[src/rtl/mem_dpram_burst_ctrl.sv]
// Burst sequencer for a simple dual-port sync RAM: one read or write burst per command.
// Define MEM_DPRAM_CTRL_WRAP_EN to add the CMD_WRAP input (wrapping bursts).
module mem_dpram_burst_ctrl #(
  parameter int unsigned WIDTH_AD   = 10,
  parameter int unsigned WIDTH_DA   = 32,
  parameter int unsigned WIDTH_LEN  = 8,
  localparam int unsigned WIDTH_DS  = WIDTH_DA / 8,
  localparam int unsigned WIDTH_DSB = $clog2(WIDTH_DS)
) (
  input  logic                 CLK,
  input  logic                 RESETn,
  input  logic                 CMD_VALID,
  output logic                 CMD_READY,
  input  logic                 CMD_WRITE,
  input  logic [WIDTH_AD-1:0]  CMD_ADDR,
  input  logic [WIDTH_LEN-1:0] CMD_LEN,
`ifdef MEM_DPRAM_CTRL_WRAP_EN
  input  logic                 CMD_WRAP,
`endif
  input  logic [WIDTH_DA-1:0]  WR_DATA,
  input  logic [WIDTH_DS-1:0]  WR_STRB,
  input  logic                 WR_VALID,
  output logic                 WR_READY,
  output logic [WIDTH_DA-1:0]  RD_DATA,
  output logic                 RD_VALID,
  input  logic                 RD_READY,
  output logic                 RD_LAST,
  output logic [WIDTH_AD-1:0]  MEM_WADDR,
  output logic [WIDTH_DA-1:0]  MEM_WDATA,
  output logic [WIDTH_DS-1:0]  MEM_WSTRB,
  output logic                 MEM_WEN,
  output logic [WIDTH_AD-1:0]  MEM_RADDR,
  output logic                 MEM_REN,
  input  logic [WIDTH_DA-1:0]  MEM_RDATA
);

  typedef enum logic [1:0] {StIdle, StWr, StRd} state_e;

  localparam logic [WIDTH_AD-1:0]  AddrStep = WIDTH_AD'(1 << WIDTH_DSB);
  localparam logic [WIDTH_AD-1:0]  LsbMask  = WIDTH_AD'((1 << WIDTH_DSB) - 1);
  localparam logic [WIDTH_LEN:0]   BeatOne  = {{WIDTH_LEN{1'b0}}, 1'b1};

  state_e               state_q;
  logic [WIDTH_AD-1:0]  addr_q;
  logic [WIDTH_AD-1:0]  addr_inc;
  logic [WIDTH_LEN:0]   beats_q;
  logic                 infl_q;
  logic                 infl_last_q;
  logic [WIDTH_DA-1:0]  fifo_data_q [2];
  logic [WIDTH_DA-1:0]  fifo_data_d [2];
  logic [1:0]           fifo_last_q;
  logic [1:0]           fifo_last_d;
  logic [1:0]           fifo_cnt_q;
  logic [1:0]           fifo_cnt_d;
  logic [1:0]           fifo_cnt_pop;
  logic [1:0]           occ;
  logic                 wr_hs;
  logic                 rd_pop;
  logic                 ren;
  logic                 last_issue;

`ifdef MEM_DPRAM_CTRL_WRAP_EN
  localparam logic [WIDTH_AD-1:0] AddrOne = {{(WIDTH_AD-1){1'b0}}, 1'b1};

  logic [WIDTH_AD-1:0] wmask_q;
  logic [WIDTH_AD-1:0] wmask_cmd;
  logic [WIDTH_AD-1:0] len_ad;

  // All-ones mask means plain incrementing; a window mask keeps the upper bits fixed.
  always_comb begin
    len_ad    = WIDTH_AD'(CMD_LEN);
    wmask_cmd = '1;
    if (CMD_WRAP && (len_ad == WIDTH_AD'(1) || len_ad == WIDTH_AD'(3) ||
                     len_ad == WIDTH_AD'(7) || len_ad == WIDTH_AD'(15))) begin
      wmask_cmd = ((len_ad + AddrOne) << WIDTH_DSB) - AddrOne;
    end
  end

  assign addr_inc = (addr_q & ~wmask_q) | ((addr_q + AddrStep) & wmask_q);
`else
  assign addr_inc = addr_q + AddrStep;
`endif

  assign CMD_READY  = (state_q == StIdle);
  assign WR_READY   = (state_q == StWr);
  assign wr_hs      = WR_VALID && WR_READY;
  assign MEM_WEN    = wr_hs;
  assign MEM_WADDR  = addr_q;
  assign MEM_WDATA  = WR_DATA;
  assign MEM_WSTRB  = WR_STRB;
  assign MEM_RADDR  = addr_q;

  assign RD_VALID   = (fifo_cnt_q != 2'd0);
  assign RD_DATA    = fifo_data_q[0];
  assign RD_LAST    = RD_VALID && fifo_last_q[0];
  assign rd_pop     = RD_VALID && RD_READY;
  assign last_issue = (beats_q == BeatOne);

  // Credit counts the head beat leaving this cycle so a steady stream runs at one beat/clk.
  assign fifo_cnt_pop = fifo_cnt_q - {1'b0, rd_pop};
  assign occ          = fifo_cnt_pop + {1'b0, infl_q};
  assign ren          = (state_q == StRd) && (beats_q != '0) && (occ < 2'd2);
  assign MEM_REN      = ren;

  always_ff @(posedge CLK or negedge RESETn) begin
    if (!RESETn) begin
      state_q     <= StIdle;
      addr_q      <= '0;
      beats_q     <= '0;
      infl_q      <= 1'b0;
      infl_last_q <= 1'b0;
`ifdef MEM_DPRAM_CTRL_WRAP_EN
      wmask_q     <= '1;
`endif
    end else begin
      infl_q      <= ren;
      infl_last_q <= ren && last_issue;
      case (state_q)
        StIdle: begin
          if (CMD_VALID) begin
            addr_q  <= CMD_ADDR & ~LsbMask;
            beats_q <= {1'b0, CMD_LEN} + BeatOne;
`ifdef MEM_DPRAM_CTRL_WRAP_EN
            wmask_q <= wmask_cmd;
`endif
            state_q <= CMD_WRITE ? StWr : StRd;
          end
        end
        StWr: begin
          if (wr_hs) begin
            addr_q  <= addr_inc;
            beats_q <= beats_q - BeatOne;
            if (last_issue) state_q <= StIdle;
          end
        end
        StRd: begin
          if (ren) begin
            addr_q  <= addr_inc;
            beats_q <= beats_q - BeatOne;
          end
          if (rd_pop && RD_LAST) state_q <= StIdle;
        end
        default: state_q <= StIdle;
      endcase
    end
  end

  // Two-entry skid buffer, head always in slot 0.
  always_comb begin
    fifo_data_d = fifo_data_q;
    fifo_last_d = fifo_last_q;
    if (rd_pop) begin
      fifo_data_d[0] = fifo_data_q[1];
      fifo_last_d[0] = fifo_last_q[1];
    end
    if (infl_q) begin
      fifo_data_d[fifo_cnt_pop[0]] = MEM_RDATA;
      fifo_last_d[fifo_cnt_pop[0]] = infl_last_q;
    end
    fifo_cnt_d = fifo_cnt_pop + {1'b0, infl_q};
  end

  always_ff @(posedge CLK or negedge RESETn) begin
    if (!RESETn) begin
      fifo_data_q[0] <= '0;
      fifo_data_q[1] <= '0;
      fifo_last_q    <= '0;
      fifo_cnt_q     <= '0;
    end else begin
      fifo_data_q <= fifo_data_d;
      fifo_last_q <= fifo_last_d;
      fifo_cnt_q  <= fifo_cnt_d;
    end
  end

endmodule
[config.mk]
export PLATFORM = sky130hd
export DESIGN_NAME = mem_dpram_burst_ctrl
export DESIGN_NICKNAME = d
export VERILOG_FILES = /design/src/rtl/mem_dpram_burst_ctrl.sv
export SDC_FILE = /design/constraint.sdc
export NUM_CORES = 1
export LEC_CHECK = 0
export CAP_MARGIN = 20
export CORE_MARGIN = 5
export CORE_UTILIZATION = 48
export CTS_CLUSTER_DIAMETER = 60
export DETAILED_ROUTE_END_ITERATION = 12
export PLACE_DENSITY_LB_ADDON = 0.2
export SETUP_SLACK_MARGIN = 0.5
export SLEW_MARGIN = 20
export SYNTH_ARGS = -nofsm -noshare
export SYNTH_HDL_FRONTEND = slang
export SYNTH_SLANG_ARGS = --single-unit
export TNS_END_PERCENT = 5
[constraint.sdc]
create_clock -name CLK -period 9.1 [get_ports CLK]
set_clock_uncertainty 0.15 [all_clocks]
set_input_delay 0.91 -clock CLK [delete_from_list [all_inputs] [get_ports CLK]]
set_output_delay 0.91 -clock CLK [all_outputs]
set_load 0.01 [all_outputs]
=== After elaboration in Yosys (flattened, before gate mapping) ===
Index checks and enable logic that the tools add are counted.
Widths: inputs -> output; s select.

* Register bits: 91
* Bits in latches: 0
* Bits in writable memories: 0
* Memory bits (read-only): 0
* Input bits: 92
* Logic and storage cells: 68
* Memories kept: 0

* $add $sub $neg: 5
* $mul: 0
* Divide/modulo/power cells: 0
* Order comparisons: 5
* Eq/ne operators: 8
* Shift operators: 0
* Mux-type cells: 24
* Bitwise operators: 1
* Reductions and logical operators: 15

{| class="wikitable"
|+ Operators with widths
! kind !! number
|-
| $bwmux 64 || 1
|-
| $mux 32 || 2
|-
| $mux 64 || 1
|-
| $demux 32 s1 || 1
|-
| $mux 10 || 3
|-
| $pmux 10 s3 || 1
|-
| $mux 9 || 3
|-
| $pmux 9 s3 || 1
|-
| $add 10x3->10 const B || 1
|-
| $mux 2 || 5
|-
| $add 8x1->9 const B || 1
|-
| $eq 9x1->1 const B || 1
|-
| $logic_and 1x1->1 || 9
|-
| $reduce_bool 9->1 || 1
|-
| $sub 9x1->9 const B || 1
|-
| $reduce_and 4->1 || 2
|-
| $ne 2x1->1 const B || 3
|-
| $pmux 2 s3 || 1
|-
| $ne 2x2->1 const B || 2
|-
| $mux 1 || 3
|-
| $reduce_bool 3->1 || 1
|-
| $add 2x1->2 || 1
|-
| $bwmux 2 || 1
|-
| $eq 2x1->1 const B || 1
|-
| other kinds (11) || 11
|}

=== Logic depth before layout (Yosys ltp) ===
Gate-level depths: netlist of the first run.

* Depth in word-level cells: 10
* Mapped depth: 14
* Gate-level depth less buffers: 11

=== Least setup slack after synthesis of the first run ===
OpenSTA, ideal clock, no wires.

* Path type: input-to-output
* Start point: input port RD_READY
* End point: output port MEM_REN
* Arrival time: 2,363 ps
* Data required time: 8,040 ps
* Setup slack: 5,677 ps
* Stages on the path: 8
* Buffers on the path: 1
* Cell sequence: nand2_1 -> inv_1 -> ha_1 -> inv_1 -> ha_1 -> buf_2 -> xor3_1 -> a311oi_2

* Cells in the longest elaborated chain, start to end: 5

{| class="wikitable"
|+ Ends and longest elaborated chain
! what !! RTL line !! source
|-
| start: declaration || 26 || <nowiki>input logic RD_READY,</nowiki>
|-
| $logic_and 1x1->1 || 96 || <nowiki>assign rd_pop = RD_VALID && RD_READY;</nowiki>
|-
| $sub 2x1->2 || 100 || <nowiki>assign fifo_cnt_pop = fifo_cnt_q - {1'b0, rd_pop};</nowiki>
|-
| $add 2x1->2 || n/a ||
|-
| named net fifo_cnt_d[1] || 54 || <nowiki>logic [1:0] fifo_cnt_d;</nowiki>
|-
| $lt 2x2->1 || 102 || <nowiki>assign ren = (state_q == StRd) && (beats_q != '0) && (occ < 2'd2);</nowiki>
|-
| $logic_and 1x1->1 || 102 ||
|-
| end: declaration || 33 || <nowiki>output logic MEM_REN,</nowiki>
|}

The timed path passes the listed nets, and every way through them passes these cells.

=== Final worst setup path of the first run ===
Ends and elaborated chain as after synthesis.

==> results of run 1 <==
## flip-flops by register name (all words and copies together), names as in the netlist
| name | cells |
|---|---|
| infl_q | 1 |
| RD_DATA | 32 |
| fifo_last_q | 2 |
| MEM_RADDR | 8 |
| fifo_cnt_q | 2 |
| infl_last_q | 1 |
| fifo_data_q | 32 |
| state_q | 2 |
| beats_q | 9 |
## power by group
group          switching (mW)  internal, mW  total, mW
Clock                   0.143         0.128      0.271
Combinational           0.438         0.518      0.956
Sequential              0.144         0.595      0.738
## routing by layer
layer	track usage (%)	wire length, microns	share of wire (%)
met1	20.8	4400	45
met2	24.3	4470	46
met3	4.64	585	6.0
met4	6.73	237	2.4
met5	0	0	0
## Yosys cell counts (all sizes together), types with 7 or more instances
master   n
buf     90
dfrtp   89
nand2   49
mux2i   39
o21ai   36
mux2    33
clkbuf  14
inv     13
ha      10
nand3   10
a211o    8
a21oi    8
nor2     7
## final cells by class
cell class	instances	area share (%)
Sequential cell	89	39.3
Multi-Input combinational cell	266	34.3
Timing Repair Buffer	109	19.1
Tap cell	133	2.94
Clock buffer	10	2.25
Clock inverter	6	1.19
Inverter	13	0.862
## cell families (layout without fill, tap and decap cells)
| group | Yosys count | in the layout | synth area share [%] |
|---|---|---|---|
| xor gates and xnor gates | 7 | 7 | 1.56 |
| buffers and inverters | 117 | 138 | 15.4 |
| AOI/OAI and AO/OA | 73 | 73 | 9.49 |
| adders and majority gates | 10 | 10 | 2.55 |
| muxes | 72 | 72 | 15.5 |
| and+or+nand+nor | 100 | 100 | 9.95 |
| DFF | 89 | 89 | 45.4 |
| other | 1 | 4 | 0.0765 |
## final timing paths
check | slack (ns) | depth (start not counted) | to | start
max | 3.26 | 9 | MEM_REN | RD_READY
min | 0.25 | 1 | RD_DATA[5]$_DFF_PN0_ | RESETn
max reg2reg | 4.21 | 12 | beats_q[8]$_DFFE_PN0P_ | fifo_cnt_q[1]$_DFF_PN0_
min reg2reg | 0.35 | 2 | fifo_last_q[0]$_DFF_PN0_ | infl_last_q$_DFF_PN0_
max in group asynchronous | 7.38 | 2 | beats_q[5]$_DFFE_PN0P_ | RESETn
min in group CLK | 0.35 | 2 | fifo_last_q[0]$_DFF_PN0_ | infl_last_q$_DFF_PN0_
## metrics by stage
stage | utilization, % | total power [mW]
floorplan | - | 1.46
global placement | 55.4 | 1.68
detailed placement | 55.4 | 1.71
CTS | 57.4 | 1.99
global route | 57.4 | 2.12
finish | 57.4 | 1.97
## placed cells by master (no fill, tap or decap), types with 4 or more instances in the layout
master / Yosys / layout
a211o_1: 8 / 8
a21oi_1: 8 / 8
a31oi_1: 4 / 4
clkbuf_8: 0 / 9
clkdlybuf4s50_1: 0 / 106
conb_1: 1 / 4
dfrtp_1: 89 / 89
ha_1: 10 / 8
inv_1: 13 / 13
mux2_2: 33 / 33
mux2i_1: 39 / 39
nand2_1: 49 / 48
nand3_1: 10 / 10
nor2_1: 7 / 7
nor3_1: 6 / 6
nor4_1: 4 / 4
o21ai_0: 36 / 36
o22a_1: 6 / 6
xnor2_1: 4 / 4
==> results.json, run 1 <==
{
  "grt_max_degree": 72,
  "h-tree-depth": 3,
  "ctsHoldBuffers": 0,
  "dieHeight_microns": 111,
  "worst_pin_slew_ns": 1.06,
  "drt_wl_total_mm": 9.69,
  "slowest_stage": "nand2_2",
  "critical-path-top-delay-family": "buffers and inverters",
  "ctsResizeCount": 0,
  "rows": 36,
  "dieWidth_microns": 111,
  "cp-end-kind": "output pin",
  "drtPass1Iterations": 4,
  "fin_area_sq_mm": 0.00566,
  "min_period_over_period_pct": 64.2,
  "final-hold-violation-count": 0,
  "clock-sinks": 89,
  "cp_cell_sequence": "clkdlybuf4s50_1 > nand2_2 > inv_1 > ha_1 > inv_1 > ha_2 > xor3_1 > a311oi_2 > clkdlybuf4s50_1",
  "gp_congestion": 0.779,
  "dpl_cell_area_sq_mm": 0.00546,
  "slew_violations": 0,
  "area_growth_pct": 15.5,
  "hold_ws_ns": 0.253,
  "cts_buffers": 9,
  "antenna_found_initial": 0,
  "stdcell_count": 626,
  "nets": 590,
  "hp-class": "in2async",
  "max_freq_mhz": 171,
  "layout_setup_ws_ns": 3.26,
  "io_pins": 186,
  "route.antenna.remaining_nets": 0,
  "synth_cell_types": 43,
  "grt_pass1_vias": 3293,
  "grt_pass1_wl_mm": 16.2,
  "cap_violations": 0,
  "cts_buffer_depth": 2,
  "drive_gt1_share_pct": 12.0,
  "yosysWarnings": 0,
  "period_minus_slack_ns": 5.84,
  "worst-path-buf-inv": 4,
  "syn_area_sq_mm": 0.00490,
  "syn-instance-count": 469,
  "dp_worst_setup_slack_ns": 3.13,
  "ys_ff_latch": 89,
  "setup_viol": 0,
  "fill_cells": 863,
  "cpPeakStageDelay_ns": 0.77,
  "crit_required_ns": 8.04,
  "synth-main-ff-cell": "dfrtp_1",
  "path_class": "in2out",
  "postSynthAreaPerCell_sq_um": 10.5,
  "io_buffer_count": 107,
  "antenna-diode-count": 0,
  "status": "finished clean",
  "clock_latency_ns": 0.36,
  "grt_overflow": 0,
  "grt_use_total_pct": 15.8,
  "first_iter_violations": 125,
  "yosys.area.top_type": "dfrtp_1",
  "max-vdd-ir-drop_mv": 0.172,
  "yosysSeqAreaShare_pct": 45.4,
  "start_kind": "input pin",
  "drcViolationCount": 0,
  "setup_tns_ns": 0,
  "cts_setup_buffers": 0,
  "die-area_sq_mm": 0.0123,
  "dp_hpwl_mm": 6.66,
  "leakage_nw": 2.44,
  "cts_root_buf": "clkbuf_8",
  "cp.arrival_ns": 4.78,
  "rsz0062_at_grt": "false",
  "dp.cells": 610,
  "yosysTopAreaCellShare_pct": 45.4,
  "via_per_inst": 5.25,
  "initial_core_util_pct": 49.7,
  "wl_per_cell_microns": 15.5,
  "cts.clk_slew.worst_paths_ns": 0.09,
  "critPathMaxFanout": 34,
  "tritoncts": "yes",
  "core_sq_mm": 0.00986,
  "dr_total_vias": 3284,
  "synth_area_leaders": "dfrtp_1, buf_4, mux2i_1",
  "synth_edf_count": 0,
  "slew_headroom_pct": 29.2,
  "synthArstFlopShare_pct": 100,
  "powerDensity_mw_per_mm2": 347,
  "multiInputGateArea_sq_mm": 0.00194,
  "regArea_sq_mm": 0.00223
}
No activity file was read; power rests on OpenSTA's default activity.
==> run 2, diff against run 1 <==
CORE_UTILIZATION = 40   (was 48)
clock period = 5.28 ns   (was 9.1 ns; I/O delays follow)
==> run 2 against run 1 <==
Compared with the run above:
- critical path depth is the same
- critical path type is now reg2out
- sequential share of layout area shrank 1.0 points
- non-clock buffer count grew 4
- via count grew 1.8%
==> results.json, run 2 (synthesis results as in run 1) <==
{
  "hp-class": "reg2reg",
  "dr_total_vias": 3342,
  "dp.cells": 627,
  "ctsResizeCount": 0,
  "drive_gt1_share_pct": 12.5,
  "dieHeight_microns": 121,
  "cts.clk_slew.worst_paths_ns": 0.06,
  "stdcell_count": 644,
  "first_iter_violations": 209,
  "core_sq_mm": 0.0120,
  "fill_cells": 1117,
  "grt_overflow": 0,
  "power_mw": 3.56,
  "clock_latency_ns": 0.34,
  "grt_use_total_pct": 14.2,
  "hold_ws_ns": 0.333,
  "io_buffer_count": 107,
  "grt_pass1_vias": 3474,
  "period_minus_slack_ns": 3.59,
  "drtPass1Iterations": 4,
  "slew_violations": 0,
  "worst_pin_slew_ns": 0.806,
  "cap_violations": 0,
  "dp_hpwl_mm": 6.86,
  "critPathMaxFanout": 3,
  "grt_max_degree": 67,
  "initial_core_util_pct": 40.8,
  "path_class": "reg2out",
  "cts_buffers": 9,
  "io_pins": 186,
  "gp_congestion": 0.770,
  "min_period_over_period_pct": 67.9,
  "rsz0062_at_grt": "false",
  "die-area_sq_mm": 0.0146,
  "leakage_nw": 2.51,
  "cts_buffer_depth": 2,
  "slew_headroom_pct": 46.3,
  "cp.arrival_ns": 2.91,
  "final-hold-violation-count": 0,
  "antenna-diode-count": 0,
  "ff2ff_setup_slack_ns": 2.03,
  "area_growth_pct": 18.7,
  "grt_pass1_wl_mm": 16.8,
  "nets": 594,
  "crit_required_ns": 4.60,
  "final_cell_mix": "clkdlybuf4s50_1, dfrtp_1, nand2_1, mux2i_1, o21ai_0",
  "max_freq_mhz": 279,
  "cp-end-kind": "output pin",
  "cts_root_buf": "clkbuf_16",
  "antenna_found_initial": 0,
  "h-tree-depth": 3,
  "setup_tns_ns": 0,
  "wl_per_cell_microns": 15.7,
  "final_common_cell": "clkdlybuf4s50_1",
  "setup_viol": 0,
  "tritoncts": "yes",
  "max-vdd-ir-drop_mv": 0.303,
  "dp_worst_setup_slack_ns": 1.75,
  "dieWidth_microns": 121,
  "clock-sinks": 89,
  "rows": 40,
  "start_kind": "flop",
  "status": "finished clean",
  "route.antenna.remaining_nets": 0,
  "via_per_inst": 5.19,
  "drcViolationCount": 0,
  "drt_wl_total_mm": 10.1,
  "layout_setup_ws_ns": 1.69,
  "powerDensity_mw_per_mm2": 611
}
==> run 2: layout make-up <==
cell class / instances / area [sq um] / share of cell area (%)
clock buffer: 13 / 280 / 4.82
clock inverter: 3 / 22.5 / 0.387
inverter: 13 / 48.8 / 0.839
multi-input combinational: 266 / 1940 / 33.3
sequential: 89 / 2230 / 38.3
tap: 147 / 184 / 3.16
timing repair buffer: 113 / 1120 / 19.2
==> run 2: through the flow <==
step	util (%)	area (sq um)
final	48.4	5820
after global routing	48.4	5820
after CTS	48.4	5820
after detailed placement	45.8	5500
after global placement	45.8	5500
after floorplan	-	4910
==> run 2: path summary, 6_finish.rpt <==
check / from / depth (start not counted) / end
max: fifo_cnt_q[1]$_DFF_PN0_ / 9 / MEM_REN
max reg2reg: fifo_cnt_q[1]$_DFF_PN0_ / 12 / beats_q[8]$_DFFE_PN0P_
min reg2reg: infl_last_q$_DFF_PN0_ / 2 / fifo_last_q[0]$_DFF_PN0_
min in group asynchronous: RESETn / 2 / RD_DATA[9]$_DFF_PN0_
min: infl_last_q$_DFF_PN0_ / 2 / fifo_last_q[0]$_DFF_PN0_
max in group asynchronous: RESETn / 3 / MEM_RADDR[8]$_DFFE_PN0P_
==> run 2: report_power, final <==
group	total, mW	leakage (nW)	internal (mW)	switching [mW]
Combinational	1.66	1.29	0.890	0.767
Clock	0.627	0.140	0.370	0.257
Sequential	1.27	1.08	1.03	0.245
Total	3.56	2.51	2.29	1.27
==> run 2: repair_timing <==
action	CTS	global route
hold endpoints to repair	26	0
buffers inserted	0	0
hold buffers	1	0
==> run 2: metal layers <==
layer / routed length (microns) / track usage (%)
met1: 4510 / 17.8
met2: 4650 / 22.7
met3: 716 / 4.77
met4: 252 / 5.88
met5: 0 / 0
==> run 2: critical path, stage by stage (launching register included) <==
cell and delay, ns:
dfrtp_1 0.39, or2_2 0.32, nand2_2 0.08, inv_1 0.08
ha_1 0.30, inv_1 0.06, ha_2 0.17, xor3_1 0.27
a311oi_2 0.30, clkdlybuf4s50_1 0.61
==> run 3, diff against run 2 <==
CORE_UTILIZATION = 45   (was 40)
clock period = 3.3 ns   (was 5.28 ns; I/O delays follow)
==> run 3 against run 2 <==
Compared with the run above:
- sequential share of layout area about the same
- first-iteration DRC count fell by 27%
- worst hold slack got worse by 0.015 ns
- core utilization is 5.8 points higher
- sequential power grew 60%
- die area down 10%
- register-to-register slack got worse by 1.5 ns
- clock-buffer cell count decreased by 1
- combinational power is 68% higher
- global-route usage grew 1.6 points
- setup slack got worse by 1.2 ns
- critical endpoint unchanged
- largest power group unchanged
- highest routed layer unchanged
==> results.json, run 3 (synthesis results as in run 1) <==
{
  "grt_overflow": 0,
  "area_growth_pct": 18.8,
  "internal-power_mw": 3.57,
  "io_pins": 186,
  "slowest_stage": "dfrtp_1",
  "cpPeakStageDelay_ns": 0.39,
  "cap_violations": 0,
  "utilization_pct": 54.2,
  "cts.clk_slew.worst_paths_ns": 0.09,
  "grt_use_total_pct": 15.8,
  "start_kind": "flop",
  "first_iter_violations": 152,
  "dpl_cell_area_sq_mm": 0.00558,
  "cpMostUsedCell": "ha_4",
  "gp_congestion": 0.800,
  "setup_viol": 0,
  "max-vdd-ir-drop_mv": 0.423,
  "status": "finished clean",
  "dieWidth_microns": 114,
  "cts_root_buf": "clkbuf_8",
  "cp-end-kind": "output pin",
  "p_seq_share_pct": 36.2,
  "via_per_inst": 5.18,
  "antenna_found_initial": 0,
  "io_buffer_count": 107,
  "fill_cells": 975,
  "route.antenna.remaining_nets": 0,
  "drcViolationCount": 0,
  "min_period_over_period_pct": 83.6,
  "cp_cell_sequence": "or2_4 > nand2_4 > inv_4 > ha_4 > inv_2 > ha_4 > xor3_2 > a311oi_4 > buf_2",
  "h-tree-depth": 3,
  "drt_wl_total_mm": 9.96,
  "grt_max_degree": 51,
  "grt_pass1_vias": 3549,
  "ff2ff_setup_slack_ns": 0.56,
  "crit_required_ns": 2.82,
  "grt_pass1_wl_mm": 16.9,
  "p_sw_mw": 2.03,
  "antenna-diode-count": 0,
  "slew_violations": 0,
  "powerDensity_mw_per_mm2": 961,
  "setup_tns_ns": 0,
  "power_frac_clock_pct": 13.9,
  "die-area_sq_mm": 0.0131,
  "cts_buffer_depth": 2,
  "dieHeight_microns": 114,
  "path_class": "reg2out",
  "dp_hpwl_mm": 6.93,
  "hp-class": "in2async",
  "rows": 38,
  "tritoncts": "yes",
  "critical-path-top-delay-family": "flip-flops",
  "worst_pin_slew_ns": 0.710,
  "core_sq_mm": 0.0107,
  "max_freq_mhz": 363,
  "cp.arrival_ns": 2.28,
  "worst-path-buf-inv": 3,
  "leakage_nw": 2.51,
  "nets": 600,
  "final_cell_mix": "clkdlybuf4s50_1, dfrtp_1, nand2_1, mux2i_1, o21ai_0",
  "dr_total_vias": 3328,
  "final-hold-violation-count": 0,
  "final_common_cell": "clkdlybuf4s50_1",
  "period_minus_slack_ns": 2.76,
  "fin_area_sq_mm": 0.00582,
  "drtPass1Iterations": 5,
  "rsz0062_at_grt": "true",
  "drive_gt1_share_pct": 14.5,
  "critPathMaxFanout": 3,
  "wl_per_cell_microns": 15.5,
  "p_sw_share_pct": 36.3,
  "clock_latency_ns": 0.36,
  "clock-sinks": 89,
  "pwr-share-comb_pct": 49.9,
  "slew_headroom_pct": 52.7,
  "cts_buffers": 9,
  "initial_core_util_pct": 45.6
}
==> run 3: cell type report <==
class / count / area (sq um) / share of cell area, %
clock inverters: 4 / 51.3 / 0.881
flip-flops and latches: 89 / 2230 / 38.2
repair buffers: 119 / 1180 / 20.3
inverters: 13 / 51.3 / 0.881
multi-input cells: 266 / 1980 / 34.0
well taps: 140 / 175 / 3.01
clock buffers: 12 / 155 / 2.66
==> run 3: worst paths after layout <==
check	cells past startpoint	from	endpoint
min in group CLK	2	infl_last_q$_DFF_PN0_	fifo_last_q[0]$_DFF_PN0_
max in group asynchronous	3	RESETn	RD_DATA[26]$_DFF_PN0_
worst max register to register	12	fifo_cnt_q[1]$_DFF_PN0_	beats_q[4]$_DFFE_PN0P_
worst min register to register	2	infl_last_q$_DFF_PN0_	fifo_last_q[0]$_DFF_PN0_
worst max-delay path	9	fifo_cnt_q[1]$_DFF_PN0_	MEM_REN
worst min-delay path	2	RESETn	RD_DATA[8]$_DFF_PN0_
==> run 3: through the flow <==
stage          instances  setup slack [ns]  power (mW)  hold WS, ns
5_1_grt              643             0.429        6.07        0.352
2_1_floorplan        472             0.288        4.10       -0.116
3_5_place_dp         622            0.0465        4.84        0.185
4_1_cts              643             0.503        5.69        0.326
3_3_place_gp         622            0.0654        4.72        0.177
6_report             643             0.542        5.60        0.318
==> run 3: per-layer routing <==
layer	GRT usage, %	vias to the layer above	share of wire (%)	routed length [microns]
li1	-	1601	-	-
met4	5.38	0	1.6	155
met5	0	-	0	0
met2	25.5	99	46	4570
met1	20.1	1600	45	4530
met3	5.02	28	7.1	705
==> run 3: worst register-to-register path, stage by stage, from the launching register on <==
cell and delay, ns:
dfrtp_1 0.39, or2_4 0.27, nand2_4 0.07, inv_4 0.04, ha_4 0.25, inv_2 0.04
ha_4 0.14, xor3_2 0.25, a311oi_4 0.27, o21bai_2 0.17, buf_4 0.21, nor4b_1 0.31
a211o_1 0.14
==> run 3: power by group through the flow <==
stage                     Clock, mW  Combinational [mW]  Sequential (mW)
after detailed placement          0                2.79             2.05
final                         0.781                2.79             2.03
after CTS                     0.811                2.84             2.03
after global placement            0                2.70             2.02
after floorplan                   0                2.14             1.96
after global routing          0.859                3.10             2.11
==> run 3: repair_timing <==
item | in CTS | in global routing
pin swaps | 3 | 0
endpoints found under the setup margin | 15 | 7
endpoints found under the hold margin | 37 | 0
buffers inserted | 4 | 0
resized for setup | 5 | 0
hold buffers | 1 | 0
